`config.mk`:
```
export PLATFORM = sky130hd
export DESIGN_NAME = if_id_skid_reg
export DESIGN_NICKNAME = d
export VERILOG_FILES = /design/src/rtl/if_id_skid_reg.sv
export SDC_FILE = /design/constraint.sdc
export NUM_CORES = 1
export LEC_CHECK = 0
export CAP_MARGIN = 0
export CORE_MARGIN = 2
export CORE_UTILIZATION = 45
export DETAILED_ROUTE_END_ITERATION = 6
export GPL_TIMING_DRIVEN = 0
export PLACE_DENSITY = 0.84
export SLEW_MARGIN = 20
export SYNTH_ARGS = -nofsm -noshare
export SYNTH_HDL_FRONTEND = slang
export SYNTH_SLANG_ARGS = --single-unit
```
`constraint.sdc`:
```
create_clock -name clk -period 4.8 [get_ports clk]
set_clock_uncertainty 0.05 [all_clocks]
set_input_delay 0.72 -clock clk [delete_from_list [all_inputs] [get_ports clk]]
set_output_delay 0.72 -clock clk [all_outputs]
set_load 0.01 [all_outputs]
```
`src/rtl/if_id_skid_reg.sv`:
```
// IF/ID boundary register with a two-entry skid buffer, flush and stall counter.
// The outputs, in_ready and out_valid all come straight from flops.
module if_id_skid_reg #(
   parameter int unsigned          INSTR_W  = 32,
   parameter int unsigned          ADDR_W   = 32,
   parameter logic [INSTR_W-1:0]   NOP_WORD = '0,
   parameter int unsigned          CNT_W    = 16
) (
   input  logic               clk,
   input  logic               rst,
   input  logic               flush,
   input  logic               in_valid,
   output logic               in_ready,
   input  logic [INSTR_W-1:0] instr_in,
   input  logic [ADDR_W-1:0]  pc_in,
   input  logic               bp_in,
   output logic               out_valid,
   input  logic               out_ready,
   output logic [INSTR_W-1:0] instr_out,
   output logic [ADDR_W-1:0]  pc_out,
   output logic               bp_out,
   output logic [CNT_W-1:0]   stall_cnt
);

   typedef struct packed {
      logic [INSTR_W-1:0] instr;
      logic [ADDR_W-1:0]  pc;
      logic               bp;
   } beat_t;

   // Bit 0 is the main valid and bit 1 is the skid valid.
   typedef enum logic [1:0] {
      EMPTY = 2'b00,
      ONE   = 2'b01,
      TWO   = 2'b11
   } state_t;

   localparam beat_t NOP_BEAT = '{
      instr: NOP_WORD,
      pc:    '0,
      bp:    1'b0
   };

   state_t           state_q, state_d;
   beat_t            main_q, main_d;
   beat_t            skid_q, skid_d;
   beat_t            in_beat;
   logic [CNT_W-1:0] cnt_q;
   logic             in_fire;
   logic             out_fire;

   assign in_beat  = '{instr: instr_in, pc: pc_in, bp: bp_in};
   assign in_fire  = in_valid && in_ready;
   assign out_fire = out_valid && out_ready;

   always_comb begin
      state_d = state_q;
      main_d  = main_q;
      skid_d  = skid_q;
      if (flush) begin
         state_d = EMPTY;
         main_d  = NOP_BEAT;
         skid_d  = NOP_BEAT;
      end else begin
         unique case (state_q)
            EMPTY: begin
               if (in_fire) begin
                  state_d = ONE;
                  main_d  = in_beat;
               end
            end
            ONE: begin
               unique case (1'b1)
                  out_fire && in_fire: main_d = in_beat;
                  out_fire && !in_fire: begin
                     state_d = EMPTY;
                     main_d  = NOP_BEAT;
                  end
                  !out_fire && in_fire: begin
                     state_d = TWO;
                     skid_d  = in_beat;
                  end
                  default: ;
               endcase
            end
            TWO: begin
               if (out_fire) begin
                  state_d = ONE;
                  main_d  = skid_q;
                  skid_d  = NOP_BEAT;
               end
            end
            default: begin
               state_d = EMPTY;
               main_d  = NOP_BEAT;
               skid_d  = NOP_BEAT;
            end
         endcase
      end
   end

   always_ff @(posedge clk or posedge rst) begin
      if (rst) begin
         state_q <= EMPTY;
         main_q  <= NOP_BEAT;
         skid_q  <= NOP_BEAT;
      end else begin
         state_q <= state_d;
         main_q  <= main_d;
         skid_q  <= skid_d;
      end
   end

   // Saturating; counts the flush cycle too since it looks at current state.
   always_ff @(posedge clk or posedge rst) begin
      if (rst) begin
         cnt_q <= '0;
      end else if (out_valid && !out_ready && cnt_q != '1) begin
         cnt_q <= cnt_q + CNT_W'(1);
      end
   end

   assign out_valid = state_q[0];
   assign in_ready  = !state_q[1];
   assign instr_out = main_q.instr;
   assign pc_out    = main_q.pc;
   assign bp_out    = main_q.bp;
   assign stall_cnt = cnt_q;

endmodule

```
==> qor.yml <==
clock_network:
  ctsResizeCount: 0
  cts_buffer_depth: 2
  cts_root_buffer: "clkbuf_16"
  cts_made_buffers: 17
  clkLatencyLatePin_ns: 0.43
  cts_hold_buffers: 0
  tritoncts_sink_count: 148
  clock_tree.htree_level_count: 4
  clkSlewWorstSetupHoldPaths_ns: 0.07
  tritoncts: "yes"
  cts.repair_timing.setup_buffer_count: 0
drt:
  post-route-drc-count: 0
  dr_total_vias: 5559
  wl_per_cell_um: 17.6
  via_per_inst: 5.65
  detail_route.iter0.violations: 405
  drt_pre_antenna_iters: 5
  ant_nets: 0
  wl_um: 17300
floorplan:
  fp.dieW_um: 124
  floorplan.core_area_sq_um: 14000
  placement_rows: 43
  num_io_pins: 153
  floorplan_die_area_sq_um: 15400
  initial_utilization_pct: 46.3
  die-height_um: 124
yosys:
  mappedNetlistArea_sq_um: 6480
  synth-seq-area-share_pct: 57.2
  yosysUniqueCellTypes: 39
  syn_area_per_cell_sq_um: 10.5
  cell_type_with_the_highest_aggregate_area_in_the_netlist: "dfrtp_1"
  register_bit_total_from_synthesis: 148
  yosys_most_used_dff: "dfrtp_1"
  synth_nets: 694
  number_of_enable_type_register_cells_in_the_synthesized_netlist: 0
  yosysWarnings: 0
  netlist_top_cells_area: "dfrtp_1 57%, o2bb2ai_1 8.8%, nand2_1 8.1%, a22oi_1 7.5%, o21ai_0 4.3%"
  synth-async-reset-ratio_pct: 100
  postSynthCellCount: 619
  synthDominantCellAreaShare_pct: 57.2
finish:
  final_nets: 866
  multi_input_comb_area_sq_um: 2460
  fillCellCount: 1133
  fin_area_sq_um: 8830
  util_after_layout_pct: 63.1
  diodes: 0
  post_route_cells_drive_above_1_share_pct: 8.71
  area_taken_by_flip_flops_and_latches_sq_um: 3700
  synthToLayoutAreaGrowth_pct: 36.3
  fin_cells: 984
placed_design:
  place_inst: 952
  placed_area_sq_um: 8260
  detailedPlacementHpwl_um: 11700
  io_buffer_count: 152
  routabilityCongestion: 0.782
critical_path:
  worstRegToRegCells: 8
  r2r_end: "pc_out[10]"
  critPathKind: "reg2reg"
  kind_of_launch_point_of_the_worst_setup_path: "flip-flop"
  timing.critical_path.to_type: "flip-flop"
  arrival_ns: 2.70
  worstSetupEndpoint: "pc_out[10]"
  cp-startpoint: "state_q[0]"
  regToRegSetupSlack_ns: 2.35
  required_ns: 5.05
  worstPathMaxFanout: 10
  worst_reg2reg_path_startpoint: "state_q[0]"
grt:
  grt_antenna_before_repair: 0
  grt_ovf: 0
  grt_usage_pct: 23.4
  first_global_vias: 5532
  grt_first_pass_wirelength_um: 27600
  grt_max_degree: 76
timing:
  worst_slew_margin_rel_pct: 65.0
  fmax_mhz: 408
  timing.hold.ws_ns: 0.434
  layout_worst_path_cycle_share_pct: 51.0
  timing.final.hold_violations: 0
  report.final.slew_viol_count: 0
  timing.setup.tns_ns: 0
  rsz0062_at_grt: "false"
  setup_violation_total_in_the_final_timing_report: 0
  tightestPinTransition_ns: 0.526
  clock_period_minus_final_worst_setup_slack_ns: 2.45
power:
  power.leakage_nw: 3.76
  ratio_of_total_power_to_cell_area_nw_per_um2: 510
  max-vdd-ir-drop_v: 0.000252
hold_path:
  hp-class: "reg2reg"
run_status:
  run_status: "finished clean"
job:
  number_of_maximum_capacitance_constraint_violations: 0
## area by class of cell
class,count,area share (%)
clock buffer,18,4.97
timing repair buffer,153,17.5
inverter,9,0.468
multi-input combinational,412,27.9
tap,180,2.55
sequential,148,41.9
clock inverter,14,1.46
buffer,50,3.15
## cells in the mapped netlist, drive strengths merged (2+ instances only)
library cell	number
a21oi	5
a22oi	65
and2	2
and3	4
buf	31
clkbuf	19
dfrtp	148
ha	5
inv	9
mux2	2
nand2	139
nand2b	2
nand3	9
nand3b	2
nand4	5
nor2	11
nor3	7
o21a	2
o21ai	68
o2bb2ai	65
o311ai	2
xnor2	6
xor2	4
## worst min path at each step
stage                     startpoint    endpoint  slack, ns  depth (start not counted)
after floorplan           skid_q[10]  skid_q[10]       0.40                          2
after global placement    skid_q[23]  skid_q[23]       0.41                          2
after detailed placement  skid_q[16]  skid_q[16]       0.42                          2
after CTS                 skid_q[16]  skid_q[16]       0.44                          2
after global routing      skid_q[16]  skid_q[16]       0.44                          2
final                     skid_q[27]  skid_q[27]       0.43                          2
## cell usage in the layout, fill, tap and decap left out, types with 3 or more instances in the layout
cell type	count
inv_1	8
dfrtp_1	148
nor2_1	11
o21ai_1	12
a22oi_1	65
and3_1	4
clkbuf_16	17
clkbuf_1	19
xnor2_1	6
buf_2	15
clkinv_2	4
clkinv_4	4
xor2_1	4
buf_6	6
buf_1	3
nand4_1	5
nand2_1	139
nand3_1	7
nor3_1	6
o21ai_0	56
o2bb2ai_1	65
clkdlybuf4s50_1	152
a21oi_1	4
ha_1	5
buf_4	7
## sequential cells by signal (all words and copies together) (netlist names)
name	flops
instr_out	32
bp_out	1
skid_q	65
state_q	2
pc_out	32
stall_cnt	16
## cells by family after synthesis
group                    synth area share [%]
buffers and inverters                    4.81
AND/OR/NAND/NOR                          11.9
XOR/XNOR                                 1.35
adder cells (fa/ha/maj)                 0.965
AO/OA/AOI/OAI                            23.4
multiplexers                            0.405
flip-flops                               57.2
## metal layers
layer  part of all wire (%)  GRT usage [%]
met5                      0              0
met4                    1.8           8.22
met3                    7.9           7.28
met2                     46           36.7
met1                     44           30.9
## critical path, stage by stage, from the launching register on
cell and delay (ns):
dfrtp_1 0.54, ha_1 0.21, clkbuf_1 0.29, o21ai_0 0.13
and2_1 0.18, nand2_1 0.07, buf_2 0.27, clkbuf_1 0.45
o2bb2ai_1 0.12
## power by group
part           switching [W]  internal (W)  total [W]
clock               0.000549      0.000731    0.00128
combinational       0.000807      0.000703    0.00151
sequential          0.000187       0.00152    0.00171
## stage by stage
stage          total power [W]  worst slack (ns)
2_1_floorplan          0.00251            0.0503
3_3_place_gp           0.00320             -2.05
3_5_place_dp           0.00324              2.04
4_1_cts                0.00453              2.34
5_1_grt                0.00476              2.14
6_report               0.00450              2.35
No activity file was read; power rests on OpenSTA's default activity.
